**src/rtl/rom_sprite_render.sv**
```systemverilog
// ROM sprite renderer: composites one scaled/mirrored/colour-keyed ROM picture
// over a ten-bar background, with sprite parameters latched once per frame.
module rom_sprite_render #(
   parameter int unsigned H_VALID   = 640,
   parameter int unsigned V_VALID   = 480,
   parameter int unsigned PIC_W     = 100,
   parameter int unsigned PIC_H     = 100,
   parameter int unsigned ADDR_W    = 14,
   parameter bit          KEY_EN    = 1'b1,
   parameter logic [15:0] KEY_COLOR = 16'hF81F
) (
   input  logic              vga_clk,
   input  logic              sys_rst_n,
   input  logic [9:0]        pix_x,
   input  logic [9:0]        pix_y,
   input  logic [9:0]        pos_x,
   input  logic [9:0]        pos_y,
   input  logic [1:0]        scale,
   input  logic              mirror_x,
   input  logic              mirror_y,
   input  logic              spr_en,
   output logic [ADDR_W-1:0] rom_addr,
   output logic              rom_rd_en,
   input  logic [15:0]       rom_data,
   output logic [15:0]       pix_data_out,
   output logic              sprite_hit,
   output logic              frame_tick
);

   localparam int unsigned CW    = 11;
   localparam int unsigned EW    = 13;
   localparam int unsigned BAR_W = H_VALID / 10;

   logic [9:0]        sx_q, sy_q;
   logic [1:0]        sh_q, sh_d;
   logic              mx_q, my_q, en_q;
   logic              tick_q;
   logic              cap;
   logic [CW-1:0]     px, py, rx, ry, col, row;
   logic [EW-1:0]     spr_w, spr_h;
   logic              in_spr;
   logic [ADDR_W-1:0] col_m, row_m;
   logic [3:0]        bar;
   logic [15:0]       bar_color, bg_d;
   logic              in_spr_q;
   logic [15:0]       bg_q;
   logic              keyed;
   logic [15:0]       pix_q;
   logic              hit_q;

   assign cap = (pix_x == 10'(H_VALID - 1)) && (pix_y == 10'(V_VALID - 1));

   always_comb begin
      sh_d = 2'd0;
      case (scale)
         2'd1:    sh_d = 2'd1;
         2'd2:    sh_d = 2'd2;
         default: sh_d = 2'd0;
      endcase
   end

   // Shadow registers load only on the last visible pixel so the sprite never tears.
   always_ff @(posedge vga_clk or negedge sys_rst_n) begin
      if (!sys_rst_n) begin
         sx_q   <= '0;
         sy_q   <= '0;
         sh_q   <= '0;
         mx_q   <= 1'b0;
         my_q   <= 1'b0;
         en_q   <= 1'b0;
         tick_q <= 1'b0;
      end else begin
         tick_q <= cap;
         if (cap) begin
            sx_q <= pos_x;
            sy_q <= pos_y;
            sh_q <= sh_d;
            mx_q <= mirror_x;
            my_q <= mirror_y;
            en_q <= spr_en;
         end
      end
   end

   always_comb begin
      px     = {1'b0, pix_x};
      py     = {1'b0, pix_y};
      rx     = px - {1'b0, sx_q};
      ry     = py - {1'b0, sy_q};
      spr_w  = EW'(PIC_W) << sh_q;
      spr_h  = EW'(PIC_H) << sh_q;
      in_spr = en_q
               && (pix_x >= sx_q) && ({2'b00, rx} < spr_w)
               && (pix_y >= sy_q) && ({2'b00, ry} < spr_h)
               && (px < CW'(H_VALID)) && (py < CW'(V_VALID));
      col    = rx >> sh_q;
      row    = ry >> sh_q;
      col_m  = mx_q ? (ADDR_W'(PIC_W - 1) - ADDR_W'(col)) : ADDR_W'(col);
      row_m  = my_q ? (ADDR_W'(PIC_H - 1) - ADDR_W'(row)) : ADDR_W'(row);
   end

   assign rom_addr  = in_spr ? (row_m * ADDR_W'(PIC_W) + col_m) : '0;
   assign rom_rd_en = in_spr;

   // Bar index by threshold compare rather than a divider.
   always_comb begin
      bar = 4'd0;
      for (int unsigned i = 1; i < 10; i++) begin
         if (px >= CW'(i * BAR_W)) bar = 4'(i);
      end
   end

   always_comb begin
      bar_color = 16'h0000;
      case (bar)
         4'd0:    bar_color = 16'hF800;
         4'd1:    bar_color = 16'hFC00;
         4'd2:    bar_color = 16'hFFE0;
         4'd3:    bar_color = 16'h07E0;
         4'd4:    bar_color = 16'h07FF;
         4'd5:    bar_color = 16'h001F;
         4'd6:    bar_color = 16'hF81F;
         4'd7:    bar_color = 16'h0000;
         4'd8:    bar_color = 16'hFFFF;
         4'd9:    bar_color = 16'hD69A;
         default: bar_color = 16'h0000;
      endcase
      bg_d = ((px < CW'(H_VALID)) && (py < CW'(V_VALID))) ? bar_color : 16'h0000;
   end

   assign keyed = KEY_EN && (rom_data == KEY_COLOR);

   // Stage 1 aligns hit/background with the registered ROM; stage 2 composites.
   always_ff @(posedge vga_clk or negedge sys_rst_n) begin
      if (!sys_rst_n) begin
         in_spr_q <= 1'b0;
         bg_q     <= '0;
         pix_q    <= '0;
         hit_q    <= 1'b0;
      end else begin
         in_spr_q <= in_spr;
         bg_q     <= bg_d;
         if (in_spr_q && !keyed) begin
            pix_q <= rom_data;
            hit_q <= 1'b1;
         end else begin
            pix_q <= bg_q;
            hit_q <= 1'b0;
         end
      end
   end

   assign pix_data_out = pix_q;
   assign sprite_hit   = hit_q;
   assign frame_tick   = tick_q;

endmodule

```
**config.mk**
```make
export PLATFORM = sky130hd
export DESIGN_NAME = rom_sprite_render
export DESIGN_NICKNAME = d
export VERILOG_FILES = /design/src/rtl/rom_sprite_render.sv
export SDC_FILE = /design/constraint.sdc
export NUM_CORES = 1
export LEC_CHECK = 0
export ABC_AREA = 1
export BUFFER_PORTS_ARGS = -buffer_cell sky130_fd_sc_hd__buf_2
export CORE_ASPECT_RATIO = 1.1
export CORE_UTILIZATION = 36
export DETAILED_ROUTE_END_ITERATION = 8
export PLACE_DENSITY = 0.62
export SYNTH_ARGS = -nofsm -noshare
export SYNTH_HDL_FRONTEND = slang
export SYNTH_SLANG_ARGS = --single-unit
```
**constraint.sdc**
```tcl
create_clock -name vga_clk -period 6.4 [get_ports vga_clk]
set_input_delay 0 -clock vga_clk [delete_from_list [all_inputs] [get_ports vga_clk]]
set_output_delay 0 -clock vga_clk [all_outputs]
set_load 0.1 [all_outputs]
```
==> results of run 1 <==
## what timing repair did
| action | 4_1_cts | 5_1_grt |
|---|---|---|
| endpoints found under the setup margin | 0 | 2 |
| hold endpoints to repair | 91 | 0 |
| hold buffers | 42 | 0 |
| gates resized for setup | 0 | 8 |
## metal layers
metal / wire length, um / track usage (%) / vias to the layer above
met5: 0 / 0 / -
met4: 221 / 4.13 / 0
met3: 384 / 1.98 / 14
met2: 6430 / 29.2 / 115
met1: 7210 / 25.8 / 2454
li1: - / - / 2930
## cell usage after synthesis (all sizes together) (4+ instances only)
| cell | instances | area, sq um |
|---|---|---|
| nand2 | 236 | 1010 |
| inv | 128 | 480 |
| ha | 76 | 951 |
| nand3 | 67 | 395 |
| nor2 | 65 | 274 |
| o21ai | 52 | 268 |
| dfrtp | 51 | 1280 |
| a21oi | 31 | 163 |
| xor2 | 22 | 200 |
| nand4 | 13 | 87.6 |
| nor3 | 12 | 60.1 |
| buf | 11 | 55.0 |
| fa | 9 | 180 |
| xnor2 | 8 | 70.1 |
| nor4 | 7 | 43.8 |
| clkbuf | 4 | 15.0 |
| or2 | 4 | 25.0 |
## metrics by stage
step                instance area (sq um)  hold WS (ns)
global route                         7050        0.0992
global placement                     6450         0.161
CTS                                  7030        0.0618
detailed placement                   6450         0.172
floorplan                            5750        -0.296
finish                               7050        0.0850
## critical path: cells and delay by family, from the launching register on
family | cells | cell delay (ns)
adders and majority gates | 8 | 2.65
and+or+nand+nor | 19 | 1.63
AOI/OAI and AO/OA | 4 | 0.49
DFF | 1 | 0.35
buffers and inverters | 3 | 0.35
xor gates and xnor gates | 1 | 0.17
## placed cells by master, fill, tap and decap left out, types with 3 or more instances in the layout
cell / netlist / final
a21oi_1: 29 / 29
a31oi_1: 3 / 3
buf_2: 5 / 94
buf_4: 2 / 6
clkbuf_16: 0 / 5
dfrtp_1: 51 / 51
dlygate4sd3_1: 0 / 42
fa_1: 9 / 9
ha_1: 76 / 76
inv_1: 119 / 119
inv_2: 9 / 9
nand2_1: 197 / 197
nand2_2: 34 / 34
nand2_4: 5 / 5
nand3_1: 55 / 55
nand3_2: 12 / 12
nand4_1: 12 / 12
nor2_1: 59 / 59
nor2_2: 3 / 3
nor2_4: 3 / 3
nor3_1: 12 / 12
nor4_1: 7 / 7
o211ai_1: 3 / 3
o21a_1: 3 / 3
o21ai_0: 47 / 46
o21ai_1: 3 / 3
o21ai_2: 2 / 3
xnor2_1: 8 / 8
xor2_1: 21 / 20
## final timing paths
path,startpoint,to,slack (ns),cells after the start
max,sy_q[0]$_DFFE_PN0P_,rom_addr[13],0.46,35
min,pix_x[6],bg_q[13]$_DFF_PN0_,0.09,4
max reg2reg,sx_q[0]$_DFFE_PN0P_,in_spr_q$_DFF_PN0_,3.26,18
min reg2reg,bg_q[10]$_DFF_PN0_,pix_data_out[10]$_DFF_PN0_,0.45,2
max in group asynchronous,sys_rst_n,sx_q[9]$_DFFE_PN0P_,5.61,3
min in group asynchronous,sys_rst_n,sy_q[1]$_DFFE_PN0P_,0.36,3
## sequential cells by signal (all words and copies together) (netlist names)
| register | flops |
|---|---|
| mx_q | 1 |
| my_q | 1 |
| en_q | 1 |
| in_spr_q | 1 |
| sx_q | 10 |
| frame_tick | 1 |
| sy_q | 10 |
| pix_data_out | 16 |
| sh_q | 2 |
| sprite_hit | 1 |
| bg_q | 7 |
## power groups by stage
stage	clock network, mW	logic [mW]	registers [mW]
6_report	0.282	0.774	0.333
5_1_grt	0.299	0.897	0.334
4_1_cts	0.287	0.778	0.333
3_5_place_dp	0	0.755	0.339
3_3_place_gp	0	0.751	0.339
2_1_floorplan	0	0.549	0.386
## cell families (layout without fill, tap and decap cells)
logic type,Yosys count,after routing
xor+xnor,30,30
flops,51,51
compound gates,104,104
mux,1,1
simple gates,408,408
buf+inv,144,280
fa+ha+maj,85,85
## final cells by class
class,instances,area [sq um]
clock buffer,5,125
clock inverter,3,27.5
fill,1572,8620
inverter,129,484
multi-input combinational,628,3930
sequential,51,1280
tap,200,250
timing repair buffer,143,956
==> metrics.txt, run 1 <==
async set or reset register ratio after synthesis=100%; Hold Fails Final Rpt=0; 1st-iter DRT viols=243; Clock Pin Slew Worst Setup and Hold Paths=0.08 ns; Pre-Repair DR Iteration Count=5; switch share=43.8%; initial antenna violation count=0; unrepaired setup endpoints after global routing=false; max cap viols=0; first-pass GRT wire length=24100 um; Netlist cell types=between 40 and 50; Worst VDD drop=between 0.1 and 0.15 mV; routed vias/inst=approximately 4.8; clock latency on the worst-skew pair=0.30 ns; DR vias=roughly 5.5k; Setup WS post-layout=between 0.4 and 0.5 ns; Final setup viols=0; clock period minus worst slack=about 5.9 ns; sequential power share=between 20% and 30%; total grt overflow=0; CP peak stage delay=0.47 ns; core area=about 0.016 sq mm; Routed wire per std cell=between 10 and 15 um; P_int=0.780 mW; worst-path fanout max=4; fmax=168 MHz; dpl ws=~0.56 ns; PD cells=197 mW/mm^2; mux contribution to synthesized area=less than 1%; Least-Margin Pin Slew=a little over 0.7 ns; register area share after synthesis=between 20% and 30%; post-synthesis xor/xnor area fraction=under 10%; Setup TNS=0 ns; CTS Root Cell=clkbuf_16; Post-Syn Instances=roughly 800; post-placement cell count=between 1k and 1.5k; Antenna Violating Nets Remaining=0; Post-CTS Setup Repair Bufs=0; complex-gate fraction of the synthesized area=approximately 10%; Synth Area in Simple Gates=33.4%; skew final=between 0.004 and 0.005 ns; boundary pin count=96; CP Class=flip-flop to output port; Synth warnings=0; share of layout cells above drive strength 1=19.3%; slowest CP cell=fa_1; vias in the first global route=roughly 5.2k; Adder-Cell Fraction of Synth Area=19.7%; Final Cycle Share=92.8%; CP Capture Type=output port; ANT cells=0; TritonCTS buffer count=5; H-tree Lvls=2; syn_area_per_cell=approximately 7.0 sq um; final core occ=between 40% and 50%; Placer Congestion=between 0.8 and 0.9; number of synthesized flops with an enable pin=0; die height=roughly 130 um; Slew headroom=51.7%; Cell Rows=48; HP Class=primary input to flip-flop; Syn Nets=971; Final Non-Filler Cells=approximately 1.2k; nets@finish=about 1.1k; most frequent CP cell=nand2_1; largest net degree at the start of global routing=52; Die X-Extent=roughly 120 um; leakage power total=between 3 and 4 nW; Cell Area, Synth=between 0.005 and 0.006 sq mm; die footprint=~0.016 sq mm; Power Total=approximately 1.4 mW; clk sink count=51; largest family of logic cells by synthesized area=simple AND/OR/NAND/NOR gates; status=finished, final reports clean; Yosys reg bits=51; Slew Viols, Final=0; Initial Utilization=36.7%; synth-to-layout area growth=22.6%; CTS tree=yes; Setup crit start kind=flip-flop; clock share of power=between 20% and 30%; PortBufs=95; Worst EP required=roughly 6.4 ns; Worst EP arrival=between 5 and 6 ns; Post-DP HPWL=~11000 um; WL final=around 14000 um; Comb pwr share=between 50% and 60%; drc violations=0; total track usage=a little under a fifth; Sw Pwr=0.609 mW; clk buf depth=2; dominant synthesized flop cell=dfrtp_1
Power figures use the tool's default switching activity.
==> inputs of run 2 (changes only) <==
clock period = 5.65 ns   (was 6.4 ns; I/O delays follow)
==> run 2 against run 1 <==
  * Clock power rose by 12%
  * Sequential share of layout area fell by 1.2 points
  * Critical path depth fell by 4
  * Clock skew rose by 0.0016 ns
  * Setup slack got worse by 0.39 ns
  * Flip-flop and latch count did not move
  * Combinational power rose by 50%
  * Routed wire length rose by 5.3%
  * Critical path type unchanged
  * Hold slack got worse by 0.080 ns
  * Cell count rose by 1.2%
  * Largest power group unchanged
==> metrics.txt, run 2 (synthesized netlist as in run 1, its figures left out) <==
Clock Pin Slew Worst Setup and Hold Paths=approximately 0.08 ns; nets@finish=1120; core area=around 0.016 sq mm; FF-to-FF setup slack=~2.4 ns; initial antenna violation count=0; post-placement cell count=around 1.1k; largest net degree at the start of global routing=52; PortBufs=95; Setup TNS=0 ns; Pre-Repair DR Iteration Count=5; 1st-iter DRT viols=approximately 260; worst flop-to-flop path endpoint=in_spr_q$_DFF_PN0_; Hold Fails Final Rpt=0; routed vias/inst=about 4.8; max cap viols=0; WHS Path Cells=3; commonest non-fill, non-tap cell in the layout=nand2_1; final instance area=about 0.0076 sq mm; drc violations=0; Cell Rows=48; status=finished, final reports clean; Slew headroom=between 50% and 60%; CP peak stage delay=0.52 ns; worst-path fanout max=4; Worst EP required=~5.7 ns; Crit path max-delay family=adder cells; HP Class=primary input to flip-flop; WL final=~15000 um; Final Non-Filler Cells=between 1k and 1.5k; total grt overflow=0; most frequent CP cell=nand2_1; CP Capture Type=output port; PD cells=245 mW/mm^2; Hold Path Origin=rom_data[11]; Placer Congestion=0.850; DR vias=around 5.7k; worst path bufs/invs=2; Die X-Extent=roughly 120 um; max reg flops=16; Worst VDD drop=roughly 0.14 mV; Initial Utilization=between 30 and 40%; FF-to-FF path depth=18; Final Cycle Share=98.8%; TritonCTS buffer count=5; fmax=approximately 180 MHz; share of layout cells above drive strength 1=26.9%; CTS Root Cell=clkbuf_16; Setup WS post-layout=0.0686 ns; boundary pin count=between 90 and 100; Least-Margin Pin Slew=about 0.68 ns; vias in the first global route=approximately 5.3k; Routed wire per std cell=12.8 um; CP Class=flip-flop to output port; clock period minus worst slack=5.58 ns; Post-DP Area=~0.0066 sq mm; Final setup viols=0; clk sink count=51; Setup crit start kind=flip-flop; Antenna Violating Nets Remaining=0; CTS tree=yes; clk buf depth=2; die footprint=between 0.015 and 0.02 sq mm; critical register-to-register path startpoint=sx_q[0]$_DFFE_PN0P_; hold worst-path end=pix_data_out[11]$_DFF_PN0_; Slew Viols, Final=0; dpl ws=between 0.015 and 0.02 ns; unrepaired setup endpoints after global routing=true; Worst EP arrival=approximately 5.6 ns; ANT cells=0; leakage power total=between 4 and 5 nW; slowest CP cell=fa_1; skew final=around 0.006 ns; Post-DP HPWL=approximately 11000 um; H-tree Lvls=2; synth-to-layout area growth=31.3%; total track usage=18.4%; commonest non-fill, non-tap cells in the layout=nand2_1 (187), inv_1 (113), buf_2 (91); die height=135 um; first-pass GRT wire length=approximately 24000 um; clock latency on the worst-skew pair=about 0.30 ns
## run 2: layout make-up
cell class                 instances  area, sq um
fill                            1562         8120
inverter                         129          487
clock buffer                       5          125
tap                              200          250
clock inverter                     3         23.8
sequential                        51         1280
multi-input combinational        628         4270
timing repair buffer             157         1110
## run 2: worst min-delay path, stage by stage
cell	delay [ns]
buf_2	0.10
inv_1	0.06
o21ai_0	0.09
## run 2: per-stage QoR
| stage | power [mW] | utilization, % | hold slack (ns) |
|---|---|---|---|
| 2_1_floorplan | 1.09 | - | -0.296 |
| 3_3_place_gp | 1.26 | 42.1 | 0.165 |
| 3_5_place_dp | 1.28 | 42.1 | 0.166 |
| 4_1_cts | 1.71 | 46.5 | 0.00312 |
| 5_1_grt | 2.01 | 48.2 | 0.0399 |
| 6_report | 1.85 | 48.2 | 0.00519 |
## run 2: timing repair
item,CTS,global route
pin swaps,15,24
hold endpoints to repair,90,0
buffers inserted,5,6
endpoints found under the setup margin,3,3
hold buffers,41,0
resized for setup,21,47
gates cloned,0,0
## run 2: where the power goes
group	leakage [nW]	internal, mW	total (mW)	switching [mW]
logic	3.37	0.485	1.16	0.673
clock network	0.0717	0.167	0.316	0.149
registers	0.586	0.375	0.377	0.00256
## run 2: how the worst max path moves through the flow
stage                     cells past startpoint                start  slack, ns      endpoint
after global routing                         33  sy_q[0]$_DFFE_PN0P_      -0.23  rom_addr[13]
after CTS                                    37  sy_q[0]$_DFFE_PN0P_      0.006  rom_addr[13]
final                                        31  sy_q[0]$_DFFE_PN0P_       0.07  rom_addr[13]
after floorplan                              25  sy_q[0]$_DFFE_PN0P_       0.11   rom_addr[9]
after global placement                       36  sy_q[0]$_DFFE_PN0P_       0.19  rom_addr[13]
after detailed placement                     35  sy_q[0]$_DFFE_PN0P_       0.02  rom_addr[13]
## run 2: per-layer routing
metal | wire (um) | track usage, %
met5 | 0 | 0
met4 | 314 | 5.56
met3 | 381 | 1.65
met2 | 7220 | 31.0
met1 | 7090 | 24.7
